### src/rtl/lib_arbiter_pkg.sv
// rtl/lib_arbiter_pkg.sv - shared AER word layout and output-stage state encoding
package lib_arbiter_pkg;

  localparam int WIDTH = 24;

  typedef struct packed {
    logic [5:0]  x_add;
    logic [5:0]  y_add;
    logic [10:0] timestamp;
    logic        polarity;
  } aer_word_t;

  typedef enum logic [0:0] {
    EMPTY = 1'b0,
    VALID = 1'b1
  } out_state_e;

endpackage

### src/rtl/aer_event_scheduler_if.sv
// rtl/aer_event_scheduler_if.sv - event input, hold throttle and readout link of the scheduler
interface aer_event_scheduler_if
  import lib_arbiter_pkg::*;
#(
  parameter int DATA_W = WIDTH
);

  logic              evt_valid;
  logic [DATA_W-1:0] evt_data;
  logic              hold;
  logic              out_valid;
  logic [DATA_W-1:0] out_data;
  logic              out_ready;

  modport master (
    output evt_valid, evt_data, out_ready,
    input  hold, out_valid, out_data
  );

  modport slave (
    input  evt_valid, evt_data, out_ready,
    output hold, out_valid, out_data
  );

endinterface

### src/rtl/aer_sync_fifo.sv
// rtl/aer_sync_fifo.sv - synchronous FIFO with separate occupancy count and flush
module aer_sync_fifo
  import lib_arbiter_pkg::*;
#(
  parameter int DATA_W = WIDTH,
  parameter int DEPTH  = 16,
  localparam int AW    = $clog2(DEPTH),
  localparam int CW    = AW + 1
) (
  input  logic              clk_i,
  input  logic              reset_i,
  input  logic              flush_i,
  input  logic              push_i,
  input  logic [DATA_W-1:0] wdata_i,
  input  logic              pop_i,
  output logic [DATA_W-1:0] rdata_o,
  output logic [CW-1:0]     count_o
);

  logic [DATA_W-1:0] mem_q [DEPTH];
  logic [AW-1:0]     wr_ptr_q, wr_ptr_d;
  logic [AW-1:0]     rd_ptr_q, rd_ptr_d;
  logic [CW-1:0]     count_q, count_d;
  logic              do_push, do_pop;

  assign do_push = push_i && !flush_i && (count_q != CW'(DEPTH));
  assign do_pop  = pop_i  && !flush_i && (count_q != '0);
  assign rdata_o = mem_q[rd_ptr_q];
  assign count_o = count_q;

  always_comb begin
    wr_ptr_d = wr_ptr_q;
    rd_ptr_d = rd_ptr_q;
    count_d  = count_q;
    if (flush_i) begin
      wr_ptr_d = '0;
      rd_ptr_d = '0;
      count_d  = '0;
    end else begin
      // Pointers wrap naturally because DEPTH is a power of two.
      if (do_push) wr_ptr_d = wr_ptr_q + 1'b1;
      if (do_pop)  rd_ptr_d = rd_ptr_q + 1'b1;
      case ({do_push, do_pop})
        2'b10:   count_d = count_q + 1'b1;
        2'b01:   count_d = count_q - 1'b1;
        default: count_d = count_q;
      endcase
    end
  end

  always_ff @(posedge clk_i) begin
    if (reset_i) begin
      wr_ptr_q <= '0;
      rd_ptr_q <= '0;
      count_q  <= '0;
    end else begin
      wr_ptr_q <= wr_ptr_d;
      rd_ptr_q <= rd_ptr_d;
      count_q  <= count_d;
    end
  end

  always_ff @(posedge clk_i) begin
    if (!reset_i && do_push) mem_q[wr_ptr_q] <= wdata_i;
  end

endmodule

### src/rtl/aer_event_scheduler.sv
// rtl/aer_event_scheduler.sv - buffers hierarchy AER events and streams them to readout with throttle and drop stats
module aer_event_scheduler
  import lib_arbiter_pkg::*;
#(
  parameter int DATA_W       = WIDTH,
  parameter int DEPTH        = 16,
  parameter int AFULL_MARGIN = 2,
  parameter int DROP_W       = 16,
  localparam int CW          = $clog2(DEPTH) + 1
) (
  input  logic                  clk_i,
  input  logic                  reset_i,
  input  logic                  flush_i,
  input  logic                  clr_stat_i,
  aer_event_scheduler_if.slave  bus,
  output logic [CW-1:0]         fifo_count_o,
  output logic                  overflow_o,
  output logic [DROP_W-1:0]     drop_cnt_o
);

  localparam logic [0:0] S_EMPTY = EMPTY;
  localparam logic [0:0] S_VALID = VALID;

  logic [0:0]        state_q, state_d;
  logic [DATA_W-1:0] data_q, data_d;
  logic              ovf_q, ovf_d;
  logic [DROP_W-1:0] drop_q, drop_d;
  logic [DATA_W-1:0] fifo_rdata;
  logic [CW-1:0]     fifo_count;
  logic [CW-1:0]     free_slots;
  logic              full, fifo_empty, push, pop, drop, handshake;

  aer_sync_fifo #(
    .DATA_W (DATA_W),
    .DEPTH  (DEPTH)
  ) u_fifo (
    .clk_i   (clk_i),
    .reset_i (reset_i),
    .flush_i (flush_i),
    .push_i  (push),
    .wdata_i (bus.evt_data),
    .pop_i   (pop),
    .rdata_o (fifo_rdata),
    .count_o (fifo_count)
  );

  // Fullness uses the registered count, so a same-cycle pop never frees a slot for the incoming event.
  assign full       = (fifo_count == CW'(DEPTH));
  assign fifo_empty = (fifo_count == '0);
  assign handshake  = (state_q == S_VALID) && bus.out_ready;
  assign push       = bus.evt_valid && !full && !flush_i;
  assign drop       = bus.evt_valid &&  full && !flush_i;
  assign pop        = !fifo_empty && !flush_i && ((state_q == S_EMPTY) || handshake);

  assign free_slots = CW'(DEPTH) - fifo_count;
  assign bus.hold   = (free_slots <= CW'(AFULL_MARGIN));

  assign bus.out_valid = (state_q == S_VALID);
  assign bus.out_data  = data_q;
  assign fifo_count_o  = fifo_count;
  assign overflow_o    = ovf_q;
  assign drop_cnt_o    = drop_q;

  always_comb begin
    state_d = state_q;
    data_d  = data_q;
    if (flush_i) begin
      state_d = S_EMPTY;
    end else if (pop) begin
      state_d = S_VALID;
      data_d  = fifo_rdata;
    end else if (handshake) begin
      state_d = S_EMPTY;
    end
  end

  // A clear that coincides with a drop records that drop rather than losing it.
  always_comb begin
    ovf_d  = ovf_q;
    drop_d = drop_q;
    if (clr_stat_i) begin
      ovf_d  = drop;
      drop_d = DROP_W'(drop);
    end else if (drop) begin
      ovf_d = 1'b1;
      if (drop_q != '1) drop_d = drop_q + 1'b1;
    end
  end

  always_ff @(posedge clk_i) begin
    if (reset_i) begin
      state_q <= S_EMPTY;
      data_q  <= '0;
      ovf_q   <= 1'b0;
      drop_q  <= '0;
    end else begin
      state_q <= state_d;
      data_q  <= data_d;
      ovf_q   <= ovf_d;
      drop_q  <= drop_d;
    end
  end

endmodule

### src/flat_wrapper.sv
// flat-port wrapper written by rule: the top's interface ports become plain ports
module aer_event_scheduler_flat import lib_arbiter_pkg::*;
#(
  parameter int DATA_W       = WIDTH,
  parameter int DEPTH        = 16,
  parameter int AFULL_MARGIN = 2,
  parameter int DROP_W       = 16,
  localparam int CW          = $clog2(DEPTH) + 1
)
  (clk_i, reset_i, flush_i, clr_stat_i, fifo_count_o, overflow_o, drop_cnt_o, bus_evt_valid, bus_evt_data, bus_out_ready, bus_hold, bus_out_valid, bus_out_data);
  aer_event_scheduler_if #(.DATA_W(DATA_W)) bus_i ();
  input  logic clk_i;
  input  logic reset_i;
  input  logic flush_i;
  input  logic clr_stat_i;
  output logic [CW-1:0] fifo_count_o;
  output logic overflow_o;
  output logic [DROP_W-1:0] drop_cnt_o;
  input wire logic [$bits(bus_i.evt_valid)-1:0] bus_evt_valid;
  input wire logic [$bits(bus_i.evt_data)-1:0] bus_evt_data;
  input wire logic [$bits(bus_i.out_ready)-1:0] bus_out_ready;
  output wire logic [$bits(bus_i.hold)-1:0] bus_hold;
  output wire logic [$bits(bus_i.out_valid)-1:0] bus_out_valid;
  output wire logic [$bits(bus_i.out_data)-1:0] bus_out_data;
  assign bus_i.evt_valid = bus_evt_valid;
  assign bus_i.evt_data = bus_evt_data;
  assign bus_i.out_ready = bus_out_ready;
  assign bus_hold = bus_i.hold;
  assign bus_out_valid = bus_i.out_valid;
  assign bus_out_data = bus_i.out_data;
  aer_event_scheduler #(.DATA_W(DATA_W), .DEPTH(DEPTH), .AFULL_MARGIN(AFULL_MARGIN), .DROP_W(DROP_W)) u_core (.clk_i(clk_i), .reset_i(reset_i), .flush_i(flush_i), .clr_stat_i(clr_stat_i), .bus(bus_i), .fifo_count_o(fifo_count_o), .overflow_o(overflow_o), .drop_cnt_o(drop_cnt_o));
endmodule
### config.mk
export PLATFORM = sky130hd
export DESIGN_NAME = aer_event_scheduler_flat
export DESIGN_NICKNAME = d
export VERILOG_FILES = /design/src/rtl/lib_arbiter_pkg.sv /design/src/rtl/aer_event_scheduler_if.sv /design/src/rtl/aer_sync_fifo.sv /design/src/rtl/aer_event_scheduler.sv /design/src/flat_wrapper.sv
export SDC_FILE = /design/constraint.sdc
export NUM_CORES = 1
export LEC_CHECK = 0
export CELL_PAD_IN_SITES_DETAIL_PLACEMENT = 0
export CELL_PAD_IN_SITES_GLOBAL_PLACEMENT = 1
export CORE_AREA = 5 5 205 167
export CTS_CLUSTER_SIZE = 28
export DETAILED_ROUTE_END_ITERATION = 12
export DIE_AREA = 0 0 210 172
export PLACE_DENSITY = 0.91
export REMOVE_ABC_BUFFERS = 1
export SETUP_SLACK_MARGIN = 0.1
export SLEW_MARGIN = 10
export SYNTH_ARGS = -nofsm -noshare
export SYNTH_HDL_FRONTEND = slang
export SYNTH_HIERARCHICAL = 1
export SYNTH_SLANG_ARGS = --single-unit
### constraint.sdc
create_clock -name clk_i -period 8.5 [get_ports clk_i]
set_input_delay 1.275 -clock clk_i [delete_from_list [all_inputs] [get_ports clk_i]]
set_output_delay 1.275 -clock clk_i [all_outputs]
set_load 0.1 [all_outputs]
==> out/results.ini <==
[route]
drc = 0
routed_wl_mm = 36.69
wire_per_inst_um = 25.41
vias = 8809
dr.pass1.iters = 4
viasPerCell = 6.100
first_iter_violations = 835
drtAntennaViolNets = 0

[synthesis]
synth.top_cell.area_share_pct = 66.63
ys_seq_elements = 443
yosysTopAreaCell = edfxtp_1
synth_cells = 885
async_reset_ff_share_pct = 0
ys_warn_count = 6
ys_seq_area_share_pct = 73.45
synth_edf_count = 384
synthesis.area_mm2 = 0.01731
yosys-top-cells-area = edfxtp_1 (67%), mux4_2 (16%), dfxtp_1 (6.8%)
ys.flop_type = edfxtp_1
synth.distinct_cells = 57
synth_area_per_cell_um2 = 19.56

[clocking]
htreeDepth = 2
cts.path.max_buffers = 3
cts_resized = 0
clock_latency_ns = 0.55
root_buffer = clkbuf_16
holdBufCountCts = 0
clock_sinks = 443
clk_pin_slew_ns = 0.06
post_cts_buffers = 0
cts_buffers = 42
cts_tree = done

[hold_path]
min_path_type = flip-flop to flip-flop

[cells_and_area]
final_layout_size_suffix_gt1_share_pct = 23.72
syn_to_final_growth_pct = 15.49
nets = 1026
most-common-layout-cells = edfxtp_1 (384), mux4_2 (120), clkdlybuf4s50_1 (76), nand2_1 (61), dfxtp_1 (56)
layout.cells.non_filler = 1444
mostFrequentLayoutCell = edfxtp_1

[grt]
grt_max_degree = 60
grt.total_usage_pct = 20.39
use_met3_pct = 3.338
gr-max-usage-layer = met2
grt_overflow_total = 0
first_global_vias = 8771
met2_usage_pct = 33.13
antenna_found_initial = 1
grtUsageMet1_pct = 29.78
grt_pass1_wl_mm = 55.34

[sta]
setup_violations = 0
finalCritPeriodShare_pct = 56.87
setup-tns-final_ns = 0
fmaxAchievable_ghz = 0.2069
skew_ns = 0.01533
rsz0062_at_grt = false
final_hold_viol_count = 0
fin_worst_hold_slack_ns = 0.4560
fin_crit_ns = 4.834
slew_violations = 0
max_slew_margin_pct = 29.27
tightest_slew_ns = 1.061

[critical_path]
end_kind = flip-flop
worstSetupStartpoint = flush_i
r2r_setup_slack_ns = 3.86
cp_max_fo = 27
timing.rr.start = u_core/u_fifo/count_o[1]
crit_end = u_core/u_fifo/count_o[4]
reg2reg_to = u_core/u_fifo/count_o[4]
timing_worst_setup_path_type = input port to flip-flop
crit_path_start_kind = input port
reg2reg_depth = 16
worst_ep_arrival_time_ns = 5.26
cp.required_ns = 8.93

[floorplan]
start_util_pct = 54.02
dieArea_mm2 = 0.03612
boundaryPins = 78
die_h_um = 172
fp.dieW_um = 210
rows = 59
core_mm2 = 0.03204

[power]
powerDensity_mw_per_mm2 = 218.0
worst_ir_drop_vdd_mv = 0.1569
cellLeakagePower_uw = 0.006047

[run]
drv_cap = 0

[placed_design]
dpl.hpwl_mm = 20.06
gp_congestion = 0.7913
place_inst = 1366
port_buffers = 77

[status]
outcome = finished clean

[cell families after synthesis]
| family | synth area share [%] |
|---|---|
| flip-flops | 73.45 |
| AND/OR/NAND/NOR | 5.025 |
| multiplexers | 15.80 |
| AO/OA/AOI/OAI | 2.429 |
| buffers and inverters | 1.750 |
| adder cells (fa/ha/maj) | 0.9399 |
| XOR/XNOR | 0.6073 |
[stage by stage]
stage	area, um2	setup slack (ns)	utilization [%]	power [uW]
2_1_floorplan	17050	3.143	-	2440
3_3_place_gp	18560	3.212	57.93	2485
3_5_place_dp	18560	3.136	57.93	2489
4_1_cts	19980	3.654	62.38	4390
5_1_grt	19990	3.375	62.38	4494
6_report	19990	3.666	62.38	4357
[where the power goes]
group / total, uW / leakage [uW] / switching (uW) / internal, uW
registers: 2370 / 0.00393 / 2.64 / 2360
clock network: 1910 / 0.000691 / 779 / 1140
logic: 76.8 / 0.00143 / 54.0 / 22.8
[Yosys cell counts, drive strengths merged (2+ instances only)]
master	number
inv	11
nor3	5
or2	3
nand3b	5
a211oi	3
xnor2	5
nand2b	3
o41ai	2
o31ai	11
nor2	42
nor3b	4
a21oi	44
ha	13
and3b	2
nand3	6
and3	2
nor4	3
nand4	10
and4	3
nor2b	2
clkbuf	20
or3	2
o21ai	4
xor2	7
edfxtp	384
nand2	61
mux2i	2
mux4	120
or4	12
o21a	2
dfxtp	59
buf	24
[routing by layer]
layer	vias up	share of wire, %
met4	0	1.8
met5	-	0
met2	365	49
li1	3810	-
met3	50	7.4
met1	4584	41
[worst min-delay path by stage]
stage	start	end	slack (ns)	depth (start not counted)
after floorplan	u_core/u_fifo/rd_ptr_q[3]	flip-flop	0.47	2
after global placement	u_core/bus.out_data[14]	u_core/bus.out_data[14]	0.45	2
after detailed placement	u_core/bus.out_data[14]	u_core/bus.out_data[14]	0.45	2
after CTS	u_core/bus.out_data[14]	u_core/bus.out_data[14]	0.46	2
after global routing	u_core/bus.out_data[11]	u_core/bus.out_data[11]	0.48	2
final	u_core/bus.out_data[22]	u_core/bus.out_data[22]	0.46	2
[final cells by class]
class | instances | area [um2]
Antenna cell | 1 | 2.502
Clock buffer | 55 | 1140
Clock inverter | 22 | 285.3
Fill cell | 2182 | 12050
Inverter | 11 | 41.29
Multi-Input combinational cell | 386 | 4332
Sequential cell | 443 | 12720
Tap cell | 427 | 534.3
Timing Repair Buffer | 99 | 930.9
[critical path, stage by stage]
cell and delay [ns]:
clkdlybuf4s50_1 0.58, or3_1 0.43, buf_4 0.26, inv_2 0.52, nand2b_1 0.17, a21oi_1 0.40
ha_1 0.47, xor2_1 0.13, ha_1 0.24, or4_1 0.48, nand4_1 0.12, xnor2_1 0.12
nor2_1 0.05
[flip-flops by register name, indices dropped and copies added, names as in the netlist, named ones only]
register                count
u_core/u_fifo/rd_ptr_q      4
u_core/u_fifo/wr_ptr_q      4
u_core/drop_cnt_o          16
u_core/u_fifo/count_o       5
u_core/u_fifo/mem_q       384
u_core/overflow_o           1
u_core/bus.out_valid        1
u_core/bus.out_data        24
(Power assumes the default switching activity.)
==> edit 1 (same flow settings) <==
Set the package constant `WIDTH` to 12 (it was 24).
--- a/src/rtl/lib_arbiter_pkg.sv
+++ b/src/rtl/lib_arbiter_pkg.sv
@@ -2,5 +2,5 @@
 package lib_arbiter_pkg;
 
-  localparam int WIDTH = 24;
+  localparam int WIDTH = 12;
 
   typedef struct packed {
Ports: changed (resized bus_evt_data and bus_out_data); port bits go from 78 to 54. The function was not compared with the original's and may differ.
==> edit 1 against the original RTL <==
Power down 45%. Final area down 42%. Global-route usage down 9.3 points. Sequential cell count down 204. Cell count down 26%. Area after synthesis down 44%. First-iteration DRC count down 48%. Routed wire length down 44%. Worst setup slack worse by 0.12 ns. Critical path type unchanged.
==> edit 1: results (changes against the original RTL) <==
TritonCTS buffer count=25 (-40%); Total Neg Setup Slack=0 ns (unchanged); status=finished clean; Post-CTS Resized=0 (unchanged); worst-margin pin slew=1.05 ns (-0.0149 ns); vias per cell=4.86 (-20%); Final #Nets=658 (-36%); GRT Util Overall=11.1% (-9.3 points); RR Startpoint=u_core/u_fifo/count_o[1]$_SDFFE_PP0P_; ys flop type=edfxtp_1; drt pass-1 iters=5 (+1); reg-to-reg setup timing slack=3.66 ns (-0.20 ns); Layout fillers=2975 (+36%); CP Launch Point=flush_i; Min-Delay Endpoint=u_core/bus.out_data[0]$_SDFFE_PP0P_; hold path start=u_core/bus.out_data[0]$_SDFFE_PP0P_; peak supply drop=0.000139 V (-11%); asr flop ratio synth=0% (unchanged); worst skew pair latency=0.52 ns (-0.03 ns); Wirelength per Cell=19.1 um (-25%); Iter 0 DRT Violations=435 (-48%); Final GP Congestion=0.762 (-3.7%); Clk pin slew, worst setup/hold paths=0.06 ns (about the same); Post-synth EDFFs=192 (-50%); clock skew=0.0191 ns (+0.00373 ns); CP arrival=5.35 ns (+0.09 ns); ranking of synthesized cells by area=edfxtp_1 60%, mux4_2 14%, dfxtp_1 9.8%, a21oi_1 1.7%, ha_1 1.7%; Worst setup endpoint=u_core/u_fifo/count_o[4]$_SDFFE_PP0P_; Final HPWL DP=12300 um (-39%); Reg-to-Reg End=u_core/u_fifo/count_o[4]$_SDFFE_PP0P_; vias in the first global route=5247 (-40%); Seq/Total Area, Yosys=69.5% (-3.9 points); # H-tree levels=1 (-1); max FFs per register=192 (-50%); final WL=20500 um (-44%); Worst Path Max Fanout=15 (-44%); R2R cell count=15 (-1); area share of the largest cell type after synthesis=59.8% (-6.8 points); total inserted antenna cells=0 (-1); Static Leak=3.43 nW (-43%); Area after DPL=10700 um^2 (-42%); Top reg by flops=u_core/u_fifo/mem_q; # port buffers=53 (-31%); first-pass GRT wire length=31100 um (-44%); placed insts=1027 (-25%); Hold Worst Slack=0.478 ns (+0.0218 ns); share of layout cells above drive strength 1=20.6% (-3.1 points); crit path kind=in2reg; syn_area_per_cell=17.1 um^2 (-12%); initial antenna violation count=0 (-1); Commonest cells post-synth=192 x edfxtp_1, 59 x mux4_2, 47 x dfxtp_1; Yosys cell types=46 (-19%); largest net degree at the start of global routing=49 (-18%)
edit 1: where the power goes:
| group | switching (mW) | leakage [nW] | internal, mW | total (mW) |
|---|---|---|---|---|
| registers | 0.00176 | 2.11 | 1.26 | 1.27 |
| clock network | 0.428 | 0.404 | 0.650 | 1.08 |
| logic | 0.0323 | 0.918 | 0.0145 | 0.0468 |
| total | 0.462 | 3.43 | 1.93 | 2.39 |
edit 1: per-layer routing:
layer | GRT usage, % | vias up | wire length (um)
met4 | 2.89 | 0 | 475
met5 | 0 | - | 0
met2 | 20.0 | 174 | 10400
li1 | - | 2373 | -
met3 | 2.05 | 36 | 1430
met1 | 13.9 | 2629 | 8140
edit 1: final cells by class:
cell class                 instances  area share (%)
multi-input combinational        287            24.2
clock buffer                      35            6.19
inverter                          11           0.359
clock inverter                    11            1.08
sequential                       239            58.3
tap                              427            4.64
timing repair buffer              63            5.26
edit 1: stage by stage:
step | setup WS (ns) | utilization (%)
2_1_floorplan | 3.73 | -
6_report | 3.55 | 35.9
5_1_grt | 3.36 | 35.9
4_1_cts | 3.59 | 35.9
3_3_place_gp | 3.12 | 33.3
3_5_place_dp | 3.06 | 33.3
edit 1: worst max-delay path, stage by stage:
cell	delay (ns)
clkdlybuf4s50_1	0.55
or3_1	0.72
inv_1	0.61
nand2b_1	0.19
a21oi_1	0.41
ha_1	0.47
xor2_1	0.13
ha_1	0.24
or4_1	0.47
nand4_1	0.12
xnor2_1	0.12
nor2_1	0.05
edit 1: kinds of logic (layout without fill, tap and decap cells):
logic type	count (synthesis)	in the layout	synth area share (%)
muxes	62	62	14.3
AOI/OAI and AO/OA	59	59	3.76
buffers and inverters	37	120	1.86
xor gates and xnor gates	12	12	1.09
and+or+nand+nor	141	141	7.80
DFF	239	239	69.5
adders and majority gates	13	13	1.69
==> edit 2 (same settings) <==
Made on the original files. `data_q` no longer has a reset.
--- a/src/rtl/aer_event_scheduler.sv
+++ b/src/rtl/aer_event_scheduler.sv
@@ -91,10 +91,8 @@
     if (reset_i) begin
       state_q <= S_EMPTY;
-      data_q  <= '0;
       ovf_q   <= 1'b0;
       drop_q  <= '0;
     end else begin
       state_q <= state_d;
-      data_q  <= data_d;
       ovf_q   <= ovf_d;
       drop_q  <= drop_d;
@@ -102,4 +100,8 @@
   end
 
+  always_ff @(posedge clk_i) begin
+    data_q <= data_d;
+  end
+
 endmodule
 
Behaviour: differs if reset_i is asserted again (counterexample within 4 cycles, from zero or initial values and one cycle with reset_i high); with reset_i held inactive, the same outputs for 4 cycles.
==> edit 2 against the original RTL <==
Clock power shrank 2%. Highest routed layer unchanged. Power shrank 0.93%. Core utilization shrank 0.57 points. Area after synthesis shrank 1.0%. Worst setup slack gained 0.40 ns. Critical path depth shrank 6. Final area shrank 0.91%. Count of clock-buffer cells in the layout shrank 3. Routed wire length shrank 2.8%. Critical path type is now reg2out. Largest power group unchanged. Hold slack gained 0.042 ns. Sequential cell count is the same.
==> edit 2: results (changes against the original RTL) <==
Hold Worst Slack=0.498 ns (+0.0419 ns); Static Leak=5.97 nW (-1.2%); met1 wire length=14100 um (-7.1%); total inserted antenna cells=0 (-1); CP Launch Point=u_core/u_fifo/count_o[1]$_SDFFE_PP0P_; syn_area_per_cell=21.3 um^2 (+9.1%); overall power=4.32 mW (-0.93%); hold path start=u_core/overflow_o$_SDFFE_PP0P_; Iter 0 DRT Violations=675 (-19%); pre-CTS setup slack=3.93 ns (+0.798 ns); R2R cell count=15 (-1); Internal=3.48 mW (-1.0%); initial antenna violation count=0 (-1); Seq/Total Area, Yosys=75.6% (+2.2 points); status=finished clean; GRT Util Overall=20.2% (-0.23 points); Commonest cells post-synth=408 x edfxtp_1, 120 x mux4_2, 44 x nor2_1; detailed-route via count=8311 (-5.7%); worst-margin pin slew=1.08 ns (+0.0145 ns); Post-synth EDFFs=408 (+6.3%); final WL=35600 um (-2.8%); clock power share=43.2% (-0.7 points); CP arrival=3.16 ns (-2.10 ns); combinational power=0.0692 mW (-9.9%); Max stage delay on crit path=1.15 ns (+0.57 ns); clock skew=0.0146 ns (-0.000703 ns); GR Layer Usage met3=3.41% (+0.073 points); placed insts=1290 (-5.6%); Final GP Congestion=0.788 (-0.39%); Final #Nets=950 (-7.4%); Min-Delay Endpoint=u_core/overflow_o$_SDFFE_PP0P_; Final HPWL DP=19700 um (-1.9%); WL met2=18400 um (+1.4%)
[edit 2: cells by family (layout without fill, tap and decap cells)]
| logic type | Yosys count | in the layout | synth area share, % |
|---|---|---|---|
| muxes | 122 | 122 | 15.9 |
| adders and majority gates | 13 | 13 | 0.950 |
| AOI/OAI and AO/OA | 47 | 47 | 1.81 |
| xor gates and xnor gates | 12 | 12 | 0.614 |
| buffers and inverters | 48 | 185 | 1.51 |
| DFF | 443 | 443 | 75.6 |
| and+or+nand+nor | 118 | 118 | 3.59 |
[edit 2: worst max-delay path, delay by kind of cell (launching register included)]
kind	cells	cell delay [ns]
adders and majority gates	2	0.50
buffers and inverters	2	1.23
DFF	1	0.55
AOI/OAI and AO/OA	2	0.17
and+or+nand+nor	1	0.16
[edit 2: layout make-up]
cell class                 count  area (um^2)
clock inverter                25          265
multi-input combinational    312         3970
inverter                      11         41.3
timing repair buffer          97          921
tap                          427          534
sequential                   443        13000
clock buffer                  52         1110
fill                        2148        12200
